$ cat config.mk
export PLATFORM = sky130hd
export DESIGN_NAME = serial_comparator
export DESIGN_NICKNAME = d
export VERILOG_FILES = /design/src/rtl/serial_cmp_pkg.sv /design/src/rtl/serial_cmp_datapath.sv /design/src/rtl/serial_comparator.sv
export SDC_FILE = /design/constraint.sdc
export NUM_CORES = 1
export LEC_CHECK = 0
export BUFFER_PORTS_ARGS = -buffer_cell sky130_fd_sc_hd__clkbuf_2
export CAP_MARGIN = 0
export CORE_UTILIZATION = 40
export DETAILED_ROUTE_END_ITERATION = 6
export GPL_TIMING_DRIVEN = 0
export PLACE_DENSITY = 0.73
export RECOVER_POWER = 100
export SYNTH_ARGS = -nofsm -noshare
export SYNTH_HDL_FRONTEND = slang
export SYNTH_SLANG_ARGS = --single-unit
export TNS_END_PERCENT = 10
$ cat constraint.sdc
create_clock -name clk -period 2.6 [get_ports clk]
set_input_delay 0.65 -clock clk [delete_from_list [all_inputs] [get_ports clk]]
set_output_delay 0.65 -clock clk [all_outputs]
set_load 0.02 [all_outputs]
$ cat src/rtl/serial_cmp_pkg.sv
// Shared types and constants for the bit-serial magnitude comparator.
package serial_cmp_pkg;

    typedef enum logic [0:0] {
        IDLE = 1'b0,
        RUN  = 1'b1
    } state_t;

    // Result vectors in {Lesser, Greater, Equal} order.
    localparam logic [2:0] RES_NONE = 3'b000;
    localparam logic [2:0] RES_LT   = 3'b100;
    localparam logic [2:0] RES_GT   = 3'b010;
    localparam logic [2:0] RES_EQ   = 3'b001;

    function automatic int unsigned clog2(input int unsigned value);
        int unsigned res;
        res = 32'd0;
        for (int unsigned i = 32'd0; i < 32'd32; i++) begin
            if ((32'd1 << i) < value) begin
                res = i + 32'd1;
            end else begin
                res = res;
            end
        end
        return res;
    endfunction

endpackage

$ cat src/rtl/serial_cmp_datapath.sv
// Twin MSB-first shift registers, scan down-counter and per-bit MSB compare.
module serial_cmp_datapath
    import serial_cmp_pkg::*;
#(
    parameter int WIDTH = 32
) (
    input  logic             clk,
    input  logic             rst,
    input  logic             load,
    input  logic             shift,
    input  logic [WIDTH-1:0] a,
    input  logic [WIDTH-1:0] b,
    output logic             bit_lt,
    output logic             bit_gt,
    output logic             last_bit
);

    localparam int unsigned CW = clog2(WIDTH + 1);

    logic [WIDTH-1:0] sa_r;
    logic [WIDTH-1:0] sb_r;
    logic [CW-1:0]    cnt_r;

    // Operand capture on accept, then one left shift and count-down per scan cycle.
    always_ff @(posedge clk) begin
        if (rst) begin
            sa_r  <= '0;
            sb_r  <= '0;
            cnt_r <= '0;
        end else if (load) begin
            sa_r  <= a;
            sb_r  <= b;
            cnt_r <= CW'(WIDTH);
        end else if (shift) begin
            sa_r  <= {sa_r[WIDTH-2:0], 1'b0};
            sb_r  <= {sb_r[WIDTH-2:0], 1'b0};
            cnt_r <= cnt_r - CW'(1);
        end else begin
            sa_r  <= sa_r;
            sb_r  <= sb_r;
            cnt_r <= cnt_r;
        end
    end

    assign bit_lt   = ~sa_r[WIDTH-1] &  sb_r[WIDTH-1];
    assign bit_gt   =  sa_r[WIDTH-1] & ~sb_r[WIDTH-1];
    assign last_bit = (cnt_r == CW'(1));

endmodule

$ cat src/rtl/serial_comparator.sv
// Bit-serial unsigned magnitude comparator: start handshake, MSB-first scan, one-cycle done.
module serial_comparator
    import serial_cmp_pkg::*;
#(
    parameter int WIDTH      = 32,
    parameter bit EARLY_EXIT = 1'b1
) (
    input  logic             clk,
    input  logic             rst,
    input  logic             start,
    input  logic [WIDTH-1:0] a,
    input  logic [WIDTH-1:0] b,
    output logic             busy,
    output logic             done,
    output logic             Lesser,
    output logic             Greater,
    output logic             Equal
);

    state_t     state_r;
    logic       diff_r;
    logic       busy_r;
    logic       done_r;
    logic [2:0] res_r;

    logic       load_s;
    logic       shift_s;
    logic       bit_lt_s;
    logic       bit_gt_s;
    logic       last_bit_s;
    logic       first_diff_s;
    logic       finish_s;

    assign load_s       = (state_r == IDLE) && start;
    assign shift_s      = (state_r == RUN);
    assign first_diff_s = (bit_lt_s | bit_gt_s) & ~diff_r;
    assign finish_s     = (first_diff_s && EARLY_EXIT) || last_bit_s;

    serial_cmp_datapath #(
        .WIDTH (WIDTH)
    ) u_datapath (
        .clk      (clk),
        .rst      (rst),
        .load     (load_s),
        .shift    (shift_s),
        .a        (a),
        .b        (b),
        .bit_lt   (bit_lt_s),
        .bit_gt   (bit_gt_s),
        .last_bit (last_bit_s)
    );

    // Control FSM; the first differing bit fixes the result and later bits never overwrite it.
    always_ff @(posedge clk) begin
        if (rst) begin
            state_r <= IDLE;
            diff_r  <= 1'b0;
            busy_r  <= 1'b0;
            done_r  <= 1'b0;
            res_r   <= RES_NONE;
        end else begin
            case (state_r)
                IDLE: begin
                    done_r <= 1'b0;
                    if (start) begin
                        diff_r  <= 1'b0;
                        res_r   <= RES_NONE;
                        busy_r  <= 1'b1;
                        state_r <= RUN;
                    end else begin
                        state_r <= IDLE;
                    end
                end
                RUN: begin
                    if (first_diff_s) begin
                        diff_r <= 1'b1;
                        res_r  <= bit_gt_s ? RES_GT : RES_LT;
                    end else begin
                        diff_r <= diff_r;
                    end
                    if (finish_s) begin
                        busy_r  <= 1'b0;
                        done_r  <= 1'b1;
                        state_r <= IDLE;
                        if (!diff_r && !first_diff_s) begin
                            res_r <= RES_EQ;
                        end else begin
                            diff_r <= 1'b1;
                        end
                    end else begin
                        state_r <= RUN;
                    end
                end
                default: begin
                    state_r <= IDLE;
                    busy_r  <= 1'b0;
                    done_r  <= 1'b0;
                    res_r   <= RES_NONE;
                end
            endcase
        end
    end

    assign busy                     = busy_r;
    assign done                     = done_r;
    assign {Lesser, Greater, Equal} = res_r;

endmodule

**After elaboration in Yosys (flattened, before gate mapping)**

Index checks and enable logic that the tools add are counted.

- Register bits: 77
- Input bits: 67
- Output and inout port bits: 5
- Word-level logic and storage cells: 54

- $add $sub $neg: 1
- Eq/ne operators: 3
- Multiplexer cells: 25
- Bitwise logic cells: 8
- Reduce and logical (&&, ||, !) cells: 8

Operators by type and width:

| kind | count |
|---|---|
| $mux 32 | 4 |
| $mux 3 | 5 |
| $mux 6 | 2 |
| $mux 1 | 9 |
| $pmux 1 s2 | 4 |
| $eq 6x1->1 const B | 1 |
| $pmux 3 s2 | 1 |
| $sub 6x1->6 const B | 1 |
| $not 1->1 | 4 |
| $and 1x1->1 | 3 |
| $logic_and 1x1->1 | 2 |
| $logic_not 1->1 | 2 |
| $ne 2x1->1 const B | 1 |
| $ne 2x2->1 const B | 1 |
| $reduce_and 2->1 | 1 |
| $reduce_bool 2->1 | 1 |
| $reduce_or 2->1 | 1 |
| $logic_or 1x1->1 | 1 |
| $or 1x1->1 | 1 |

**Depth between registers and ports, before layout**

Gate-level depths: netlist (run 1).

- Depth in word-level cells: 9
- Depth in mapped cells: 5

**Modules after synthesis**

A second synthesis (run 1) with hierarchy kept.

- Cells, all modules: 349
- Area total of the unflattened synthesis: 3,592.2 um2

Modules (own cells, without submodules):

| module | instances | cells an instance | area each (um2) |
|---|---|---|---|
| serial_cmp_datapath | 1 | 312 | 3,288.2 |
| serial_comparator | 1 | 37 | 304.0 |

**Worst setup path before layout (run 1)**

No wires, ideal clock.

- Path type: input to register
- From: in start
- To: reg res_r[2]
- Arrival: 1,437 ps
- Slack: 1,076 ps
- Cell stages on the path: 4
- Path through: buf_6 -> buf_6 -> or4b_1 -> o31ai_1

- Cells in the longest elaborated chain, start to end: 1

Ends and longest elaborated chain:

| what | line | RTL |
|---|---|---|
| from (decl) | serial_comparator.sv:10 | `input logic start,` |
| $ne 2x2->1 (no line) | n/a |  |
| to (signal assigned) | serial_comparator.sv:77 | `res_r <= bit_gt_s ? RES_GT : RES_LT;` |
| to (decl) | serial_comparator.sv:24 | `logic [2:0] res_r;` |

Every way passes these cells.
A chain may end at the register's enable or synchronous reset.

**Worst setup path after layout (run 1)**

- From: reg state_r, in the netlist shift_s
- To: reg u_datapath.sa_r[15]

- Cells in the longest elaborated chain, start to end: 3

Ends and longest elaborated chain:

| what | line | RTL |
|---|---|---|
| from (decl) | serial_comparator.sv:20 | `state_t state_r;` |
| from (signal assigned) | serial_comparator.sv:56 | `state_r <= IDLE;` |
| from (signal assigned) | serial_comparator.sv:69 | `state_r <= RUN;` |
| from (signal assigned) | serial_comparator.sv:71 | `state_r <= IDLE;` |
| $not 1->1 | n/a |  |
| $logic_and 1x1->1 | serial_comparator.sv:34 | `assign load_s = (state_r == IDLE) && start;` |
| $mux 32 or $reduce_bool 2->1 (tied branches) | n/a |  |
| to (signal assigned) | serial_cmp_datapath.sv:35 | `sa_r <= {sa_r[WIDTH-2:0], 1'b0};` |
| to (signal assigned) | serial_cmp_datapath.sv:39 | `sa_r <= sa_r;` |
| to (decl) | serial_cmp_datapath.sv:20 | `logic [WIDTH-1:0] sa_r;` |

Several ways; a longest one is shown, not always the timed one.

==> results of run 1 <==
## layout by cell type (no fill, tap or decap), drive strengths merged, types with 4 or more instances in the layout
| cell type | synthesis | final |
|---|---|---|
| a211oi | 43 | 43 |
| a21oi | 24 | 24 |
| buf | 17 | 11 |
| clkbuf | 14 | 99 |
| dfxtp | 77 | 77 |
| ha | 4 | 4 |
| inv | 7 | 9 |
| mux2 | 22 | 22 |
| mux2i | 43 | 43 |
| nand2 | 46 | 46 |
| nand2b | 4 | 4 |
| nor2 | 51 | 51 |
| nor3 | 4 | 4 |
## registers in the layout, indices dropped and copies added (netlist names)
signal            flops
u_datapath.sa_r      32
u_datapath.sb_r      32
u_datapath.cnt_r      6
res_r                 3
busy                  1
diff_r                1
done                  1
shift_s               1
## stage by stage
stage / area [sq um] / std cells / utilization
6_report: 4180 / 567 / 0.498
4_1_cts: 4190 / 567 / 0.500
3_3_place_gp: 4000 / 551 / 0.477
2_1_floorplan: 3520 / 377 / -
3_5_place_dp: 4000 / 551 / 0.477
5_1_grt: 4180 / 567 / 0.498
## power breakdown
part / switching [mW] / internal, mW / total [mW] / leakage, nW
logic: 0.327 / 0.260 / 0.588 / 1.07
registers: 0.0822 / 1.32 / 1.40 / 0.636
clock network: 0.449 / 0.450 / 0.900 / 0.0895
total: 0.859 / 2.03 / 2.89 / 1.80
## cells by family after synthesis
group / count (synthesis)
xor gates and xnor gates: 3
adders and majority gates: 4
DFF: 77
muxes: 65
and+or+nand+nor: 114
AOI/OAI and AO/OA: 76
buffers and inverters: 38
## layer usage
metal | global-route usage | vias to the layer above
met4 | 0.0771 | 0
met3 | 0.0324 | 9
met1 | 0.255 | 1346
met2 | 0.281 | 63
met5 | 0 | -
li1 | - | 1491
## how the worst min path moves through the flow
| stage | cells past startpoint | to |
|---|---|---|
| floorplan | 2 | u_datapath.sa_r[3]$_SDFFE_PP0P_ |
| global placement | 2 | u_datapath.sa_r[19]$_SDFFE_PP0P_ |
| detailed placement | 2 | u_datapath.sa_r[17]$_SDFFE_PP0P_ |
| CTS | 2 | u_datapath.sa_r[11]$_SDFFE_PP0P_ |
| global route | 2 | u_datapath.sa_r[11]$_SDFFE_PP0P_ |
| finish | 2 | u_datapath.sa_r[11]$_SDFFE_PP0P_ |
## critical path, delay by kind of cell (launching register included)
kind,cells,cell delay (ns)
buffers and inverters,3,1.00
flip-flops,1,0.33
AO/OA/AOI/OAI,1,0.15
AND/OR/NAND/NOR,1,0.11
## final cells by class
class                   instances  area share
plain buffers                  31      0.0413
clock buffers                  10      0.0306
clock inverters                 6      0.0168
inverters                       7     0.00629
multi-input cells             262       0.423
flip-flops and latches         77       0.369
well taps                     105      0.0315
repair buffers                 69      0.0812
==> run summary, run 1 <==
Status: finished, final reports clean
Row Count: 33
Syn-to-layout area delta: 18.7%
Critical Path End Type: flip-flop
Bufs on Longest Clock Path: 2
Post-synth top area share: 0.438
Post-layout min period: 1.66 ns
Power Total: 2.89 mW
Drt drc: 0
Fmax: 603 MHz
Syn avg cell area: 9.33 sq um
Reg2reg end: u_datapath.sa_r[15]$_SDFFE_PP0P_
Via density per instance: 5.13
Filler instances: 804
Setup TNS: 0 ns
Slowest stage delay, CP: 0.46 ns
Pleak: 1.80 nW
Routed wire per std cell: 13.7 um
GRT Total Usage: 0.184
Initial Util: 0.420
Simple-gate share of the synthesized area: 0.142
Final period utilization: 0.638
Top-count cell post-synth: dfxtp_1
Final WL: 7760 um
Synth Register Bits: 77
Startpoint types: flip-flop
Critical path's slowest cell: clkbuf_1
Hold Path Class: reg2reg
Final Hold Fails: 0
Root buffer cell: clkbuf_8
Largest cells by area after synthesis: dfxtp_1, mux2i_1, a211oi_1
R2R setup slack: 0.94 ns
Syn_nets: 448
Worst r2r path cells: 5
Clock latency at the later pin of the worst-skew pair: 0.34 ns
Yosys top cell by area: dfxtp_1
Largest net degree at the start of global routing: 15
Final setup fails: 0
Cell mode on critical path: clkbuf_1
Number of library cell types mapped by synthesis: 34
Highest metal used: met4
Vias: 2909
Dpl ws: 0.850 ns
EDFF count, synth: 0
DRT Pass-1 Iters: 4
DR iter-0 viols: 129
Async SR Flop Fraction: 0
H-tree levels: 3
Postcts setup bufs: 0
Met2 wire len: 3590 um
Final hold slack: 0.462 ns
CP Class: reg2reg
Mapped cell area: 3520 sq um
Slew margin rel.: 0.629
WL met1: 3740 um
Compound-Gate Fraction of Synth Area: 0.146
Post-cts sizing count: 0
Layout cells sized above 1: 0.249
CTS tree: built
PwrDens: 691 nW/um^2
Grt ovf: 0
Initial antenna violation count: 0
Critical Path RT: 2.88 ns
Area of the multi-input gates: 1770 sq um
RePlAce Congestion: 0.807
Worst R2R Start: shift_s$_SDFF_PP0_
Io pins: 72
Reg area: 1540 sq um
Vias in the first global route: 2838
Maximum fanout along the worst path: 10
Core area: 8380 sq um
Seq/Total Area, Yosys: 0.438
Clk_skew: 0.00973 ns
Slew @ Worst Pin: 0.557 ns
ANT cells: 0
Synth warnings: 0
CP Launch Point: shift_s$_SDFF_PP0_
First-pass GRT wire length: 13000 um
Hold_buf cts: 0
Final Slew Violations: 0
Num CTS Buffers: 9
Adder-Cell Fraction of Synth Area: 0.0142
Mux share of post-synthesis cell area: 0.193
Most used DFF post-synth: dfxtp_1
Fin worst setup slack: 0.942 ns
Die width: 95.8 um
Met3 WL: 315 um
Min-delay src: u_datapath.sa_r[10]$_SDFFE_PP0P_
Clock Pin Slew Worst Setup and Hold Paths: 0.08 ns
Critical Path AT: 1.94 ns
Post-DP HPWL: 5670 um
Final #Nets: 528
Unrepaired setup endpoints after global routing: false
Die ar.: 9170 sq um
CTS sink cnt: 77
Top post-synthesis cells by count: dfxtp_1, nor2_1, nand2_1
CP endpoint: u_datapath.sa_r[15]$_SDFFE_PP0P_
Largest family of logic cells by synthesized area: multiplexers
Post-synthesis xor/xnor area fraction: 0.00747
Max VDD drop: 0.250 mV
Number of routed nets with antenna violations: 0
CP cell instances: inv_1 -> clkbuf_1 -> clkbuf_1 -> nand2_1 -> a21oi_1
Die H: 95.8 um
Synth Instances: 377
Number of port buffers: 69
Maxcap violations: 0
Power figures use the tool's default switching activity.
==> inputs of run 2 (changes only) <==
--- a/config.mk
+++ b/config.mk
@@ -10,7 +10,7 @@
 export CORE_UTILIZATION = 40
 export DETAILED_ROUTE_END_ITERATION = 6
 export GPL_TIMING_DRIVEN = 0
-export PLACE_DENSITY = 0.73
+export PLACE_DENSITY = 0.76
 export RECOVER_POWER = 100
 export SYNTH_ARGS = -nofsm -noshare
 export SYNTH_HDL_FRONTEND = slang
==> constraint.sdc (replaced) <==
create_clock -name clk -period 1.38 [get_ports clk]
set_input_delay 0.345 -clock clk [delete_from_list [all_inputs] [get_ports clk]]
set_output_delay 0.345 -clock clk [all_outputs]
set_load 0.02 [all_outputs]
==> run summary, run 2 (synthesis gave the netlist of run 1 again) <==
Number of routed nets with antenna violations: 0
Post-layout min period: 1.34 ns
H-tree levels: 3
Core area: 8380 sq um
Num CTS Buffers: 9
Slowest stage delay, CP: 0.39 ns
Maximum fanout along the worst path: 6
Clock latency at the later pin of the worst-skew pair: 0.35 ns
Clock Pin Slew Worst Setup and Hold Paths: 0.09 ns
DR iter-0 viols: 147
DRT Pass-1 Iters: 4
Vias: 2924
ANT cells: 0
Maxcap violations: 0
Critical Path End Type: flip-flop
Startpoint types: flip-flop
Root buffer cell: clkbuf_8
Number of port buffers: 69
CP Buf/Inv Count: 0
Vias in the first global route: 2727
GRT Total Usage: 0.177
Syn-to-layout area delta: 20.1%
Status: finished, final reports clean
Bufs on Longest Clock Path: 2
Die ar.: 9170 sq um
Power Total: 5.53 mW
CP top delay family: simple AND/OR/NAND/NOR gates
Critical Path RT: 1.60 ns
Initial antenna violation count: 0
Filler instances: 786
Max VDD drop: 0.510 mV
Initial Util: 0.420
Fin util: 0.504
Fin worst setup slack: 0.0418 ns
Critical Path AT: 1.56 ns
RePlAce Congestion: 0.764
CP Class: reg2reg
Final Instance Count excl. Fillers: 567
Grt ovf: 0
Final WL: 7820 um
Post-DP HPWL: 5640 um
Final period utilization: 0.970
Critical path's slowest cell: or3_4
Routed wire per std cell: 13.8 um
CTS tree: built
Final Hold Fails: 0
Dpl ws: -0.0886 ns
Pleak: 1.85 nW
Clk_skew: 0.00979 ns
Most frequent cells in the layout: dfxtp_1, clkbuf_2, nor2_1
Slew margin rel.: 0.672
Largest net degree at the start of global routing: 15
Placed Cells: 551
Final Slew Violations: 0
Final setup fails: 0
Row Count: 33
Slew @ Worst Pin: 0.492 ns
CTS sink cnt: 77
Die width: 95.8 um
Die H: 95.8 um
Fmax: 747 MHz
Hold_buf cts: 0
CP cell instances: or3_4 -> nor4_2 -> o31ai_1
Hold Path Class: in2reg
Commonest non-fill, non-tap cell in the layout: dfxtp_1
Largest regs: u_datapath.sa_r (32), u_datapath.sb_r (32), u_datapath.cnt_r (6)
Io pins: 72
Final #Nets: 528
Layout cells sized above 1: 0.288
Drt drc: 0
Via density per instance: 5.16
PwrDens: 1310 nW/um^2
First-pass GRT wire length: 12400 um
run 2: cell types whose count changed in the layout (fill, tap and decap cells not counted), sizes merged:
cell      before  now
clkinvlp       3    1
clkinv         0    4
buf           11   12
clkbuf        99   98
inv            9    7
run 2: timing repair:
item	in CTS	in global routing
resized for setup	4	11
endpoints found under the setup margin	32	18
buffers inserted	0	0
pin swaps	0	0
run 2: layout make-up:
type | instances | area, sq um | share of cell area
multi-input combinational | 262 | 1780 | 0.422
tap | 105 | 131 | 0.0311
inverter | 7 | 26.3 | 0.00622
clock inverter | 6 | 72.6 | 0.0172
sequential | 77 | 1540 | 0.365
clock buffer | 10 | 138 | 0.0326
timing repair buffer | 69 | 342 | 0.0808
buffer | 31 | 191 | 0.0453
run 2: routing by layer:
layer	global-route usage	wire length (um)	part of all wire	vias to the layer above
met5	0	0	0	-
met1	0.236	3730	0.48	1366
met4	0.0821	156	0.020	0
li1	-	-	-	1486
met2	0.273	3630	0.46	61
met3	0.0371	313	0.040	11
run 2: path summary, 6_finish.rpt:
kind	slack, ns	cells after the start	from	to
setup reg to reg	0.04	3	u_datapath.cnt_r[2]$_SDFFE_PP0P_	res_r[2]$_SDFFE_PP0P_
setup / recovery	0.04	3	u_datapath.cnt_r[2]$_SDFFE_PP0P_	res_r[2]$_SDFFE_PP0P_
hold reg to reg	0.46	2	u_datapath.sa_r[8]$_SDFFE_PP0P_	u_datapath.sa_r[9]$_SDFFE_PP0P_
hold / removal	0.29	3	b[0]	u_datapath.sb_r[0]$_SDFFE_PP0P_
run 2: where the power goes:
part	switching [mW]	internal, mW	leakage, nW
clock network	0.860	0.896	0.103
registers	0.155	2.48	0.636
logic	0.619	0.522	1.11
run 2: worst min-delay path: stages:
cell and delay, ns:
clkbuf_2 0.08, mux2i_1 0.12, nor3_1 0.06
run 2: metrics by stage:
step / setup TNS, ns / hold WS [ns] / area [sq um]
2_1_floorplan: 0 / 0.438 / 3520
5_1_grt: -0.00176 / 0.280 / 4230
3_3_place_gp: -0.818 / 0.441 / 4000
6_report: 0 / 0.293 / 4230
4_1_cts: 0 / 0.272 / 4210
3_5_place_dp: -1.45 / 0.454 / 4000
==> inputs of run 3 (changes only) <==
--- a/config.mk
+++ b/config.mk
@@ -11,7 +11,7 @@
 export DETAILED_ROUTE_END_ITERATION = 6
 export GPL_TIMING_DRIVEN = 0
 export PLACE_DENSITY = 0.76
-export RECOVER_POWER = 100
+export SKIP_LAST_GASP = 1
 export SYNTH_ARGS = -nofsm -noshare
 export SYNTH_HDL_FRONTEND = slang
 export SYNTH_SLANG_ARGS = --single-unit
==> run summary, run 3 (synthesis gave the netlist of run 1 again) <==
Max VDD drop: 0.510 mV
Clock Power Share: 0.319
Power Total: 5.51 mW
Reg area: 1540 sq um
Die H: 95.8 um
Area of the multi-input gates: 1770 sq um
Switching Fraction: 0.296
Io pins: 72
Worst R2R Start: u_datapath.sb_r[31]$_SDFFE_PP0P_
Int Power: 3.88 mW
Most frequent cells in the layout: dfxtp_1, clkbuf_2, nor2_1
Drt drc: 0
Hold Path Class: in2reg
Unrepaired setup endpoints after global routing: true
Post-layout min period: 1.36 ns
Largest net degree at the start of global routing: 15
Critical Path RT: 1.61 ns
CTS tree: built
Final period utilization: 0.988
Dpl ws: -0.0886 ns
R2R setup slack: 0.02 ns
Via density per instance: 5.21
Core area: 8380 sq um
Grt ovf: 0
Filler instances: 794
DR iter-0 viols: 112
First-pass GRT wire length: 12400 um
Largest regs: u_datapath.sa_r (32), u_datapath.sb_r (32), u_datapath.cnt_r (6)
Vias in the first global route: 2727
Combinational share of power: 0.203
Net Switching: 1.63 mW
GRT Total Usage: 0.177
ANT cells: 0
Critical Path End Type: flip-flop
WHS Path Cells: 3
Initial Util: 0.420
Row Count: 33
Seq pwr share: 0.478
H-tree levels: 3
Final Hold Fails: 0
Reg2reg end: res_r[2]$_SDFFE_PP0P_
CP Class: reg2reg
Vias: 2954
DRT Pass-1 Iters: 4
Clock Pin Slew Worst Setup and Hold Paths: 0.09 ns
Hold path endpoint: u_datapath.sb_r[0]$_SDFFE_PP0P_
Commonest non-fill, non-tap cell in the layout: dfxtp_1
CTS sink cnt: 77
Final #Nets: 528
Slew margin rel.: 0.670
Critical Path AT: 1.60 ns
Maximum fanout along the worst path: 4
Fin worst setup slack: 0.0161 ns
Final Slew Violations: 0
Root buffer cell: clkbuf_8
Status: finished, final reports clean
Num CTS Buffers: 9
Worst r2r path cells: 5
Die width: 95.8 um
Pleak: 1.85 nW
Bufs on Longest Clock Path: 2
Syn-to-layout area delta: 19.7%
Number of routed nets with antenna violations: 0
Routed wire per std cell: 13.7 um
Maxcap violations: 0
Number of port buffers: 69
Clock latency at the later pin of the worst-skew pair: 0.35 ns
Layout cells sized above 1: 0.284
Die ar.: 9170 sq um
PwrDens: 1310 nW/um^2
Clk_skew: 0.00946 ns
Slew @ Worst Pin: 0.495 ns
Startpoint types: flip-flop
Final WL: 7780 um
Post-DP HPWL: 5640 um
RePlAce Congestion: 0.764
Min-delay src: b[0]
Fmax: 733 MHz
Final setup fails: 0
Postcts setup bufs: 0
Initial antenna violation count: 0
-- run 3: changes by cell type in the layout (fill, tap and decap cells not counted), moves of 2 or more --
| cell | delta |
|---|---|
| buf_2 | +4 |
| clkbuf_1 | -3 |
| clkbuf_2 | -2 |
| buf_1 | +2 |
-- run 3: cell type report --
| cell class | instances | share of cell area |
|---|---|---|
| timing repair buffer | 69 | 0.0820 |
| tap | 105 | 0.0312 |
| buffer | 31 | 0.0443 |
| clock buffer | 10 | 0.0327 |
| inverter | 7 | 0.00624 |
| multi-input combinational | 262 | 0.420 |
| sequential | 77 | 0.366 |
| clock inverter | 6 | 0.0172 |
-- run 3: layer usage --
layer / track usage / part of all wire / up-vias
met1: 0.236 / 0.48 / 1391
met2: 0.273 / 0.45 / 61
met5: 0 / 0 / -
li1: - / - / 1489
met3: 0.0371 / 0.045 / 13
met4: 0.0821 / 0.021 / 0
-- run 3: worst max-delay path, stage by stage, from the launching register on --
cell,delay [ns]
dfxtp_1,0.34
inv_1,0.06
ha_1,0.34
nor2_2,0.19
mux2i_1,0.22
o31ai_1,0.09
-- run 3: worst max path at each step --
stage                                           startpoint  slack, ns                          endpoint
after floorplan           u_datapath.sb_r[31]$_SDFFE_PP0P_       0.10             res_r[2]$_SDFFE_PP0P_
after global placement                                 rst      -0.05   u_datapath.sa_r[7]$_SDFFE_PP0P_
after detailed placement                               rst      -0.09  u_datapath.sa_r[19]$_SDFFE_PP0P_
after CTS                               shift_s$_SDFF_PP0_      -0.02  u_datapath.sb_r[28]$_SDFFE_PP0P_
after global routing      u_datapath.sb_r[31]$_SDFFE_PP0P_      -0.09             res_r[2]$_SDFFE_PP0P_
final                     u_datapath.sb_r[31]$_SDFFE_PP0P_       0.02             res_r[2]$_SDFFE_PP0P_
-- run 3: power groups by stage --
stage | combinational, mW | sequential, mW | clock [mW]
after floorplan | 0.814 | 2.66 | 0
after global placement | 1.08 | 2.67 | 0
after detailed placement | 1.11 | 2.68 | 0
after CTS | 1.12 | 2.63 | 1.80
after global routing | 1.25 | 2.67 | 1.89
final | 1.12 | 2.64 | 1.76
-- run 3: what timing repair did --
action | in CTS | in global routing
resized for setup | 2 | 5
hold buffers | 0 | 0
setup endpoints to repair | 32 | 37
hold endpoints to repair | 0 | 0
gates cloned | 0 | 0
-- run 3: through the flow --
step	hold slack [ns]	instances	util	TNS (ns)	cell area, sq um
after global placement	0.441	551	0.477	-0.818	4000
after detailed placement	0.454	551	0.477	-1.45	4000
after floorplan	0.438	377	-	0	3520
final	0.285	567	0.502	0	4210
after CTS	0.272	567	0.502	-0.204	4210
after global routing	0.280	567	0.502	-0.596	4210
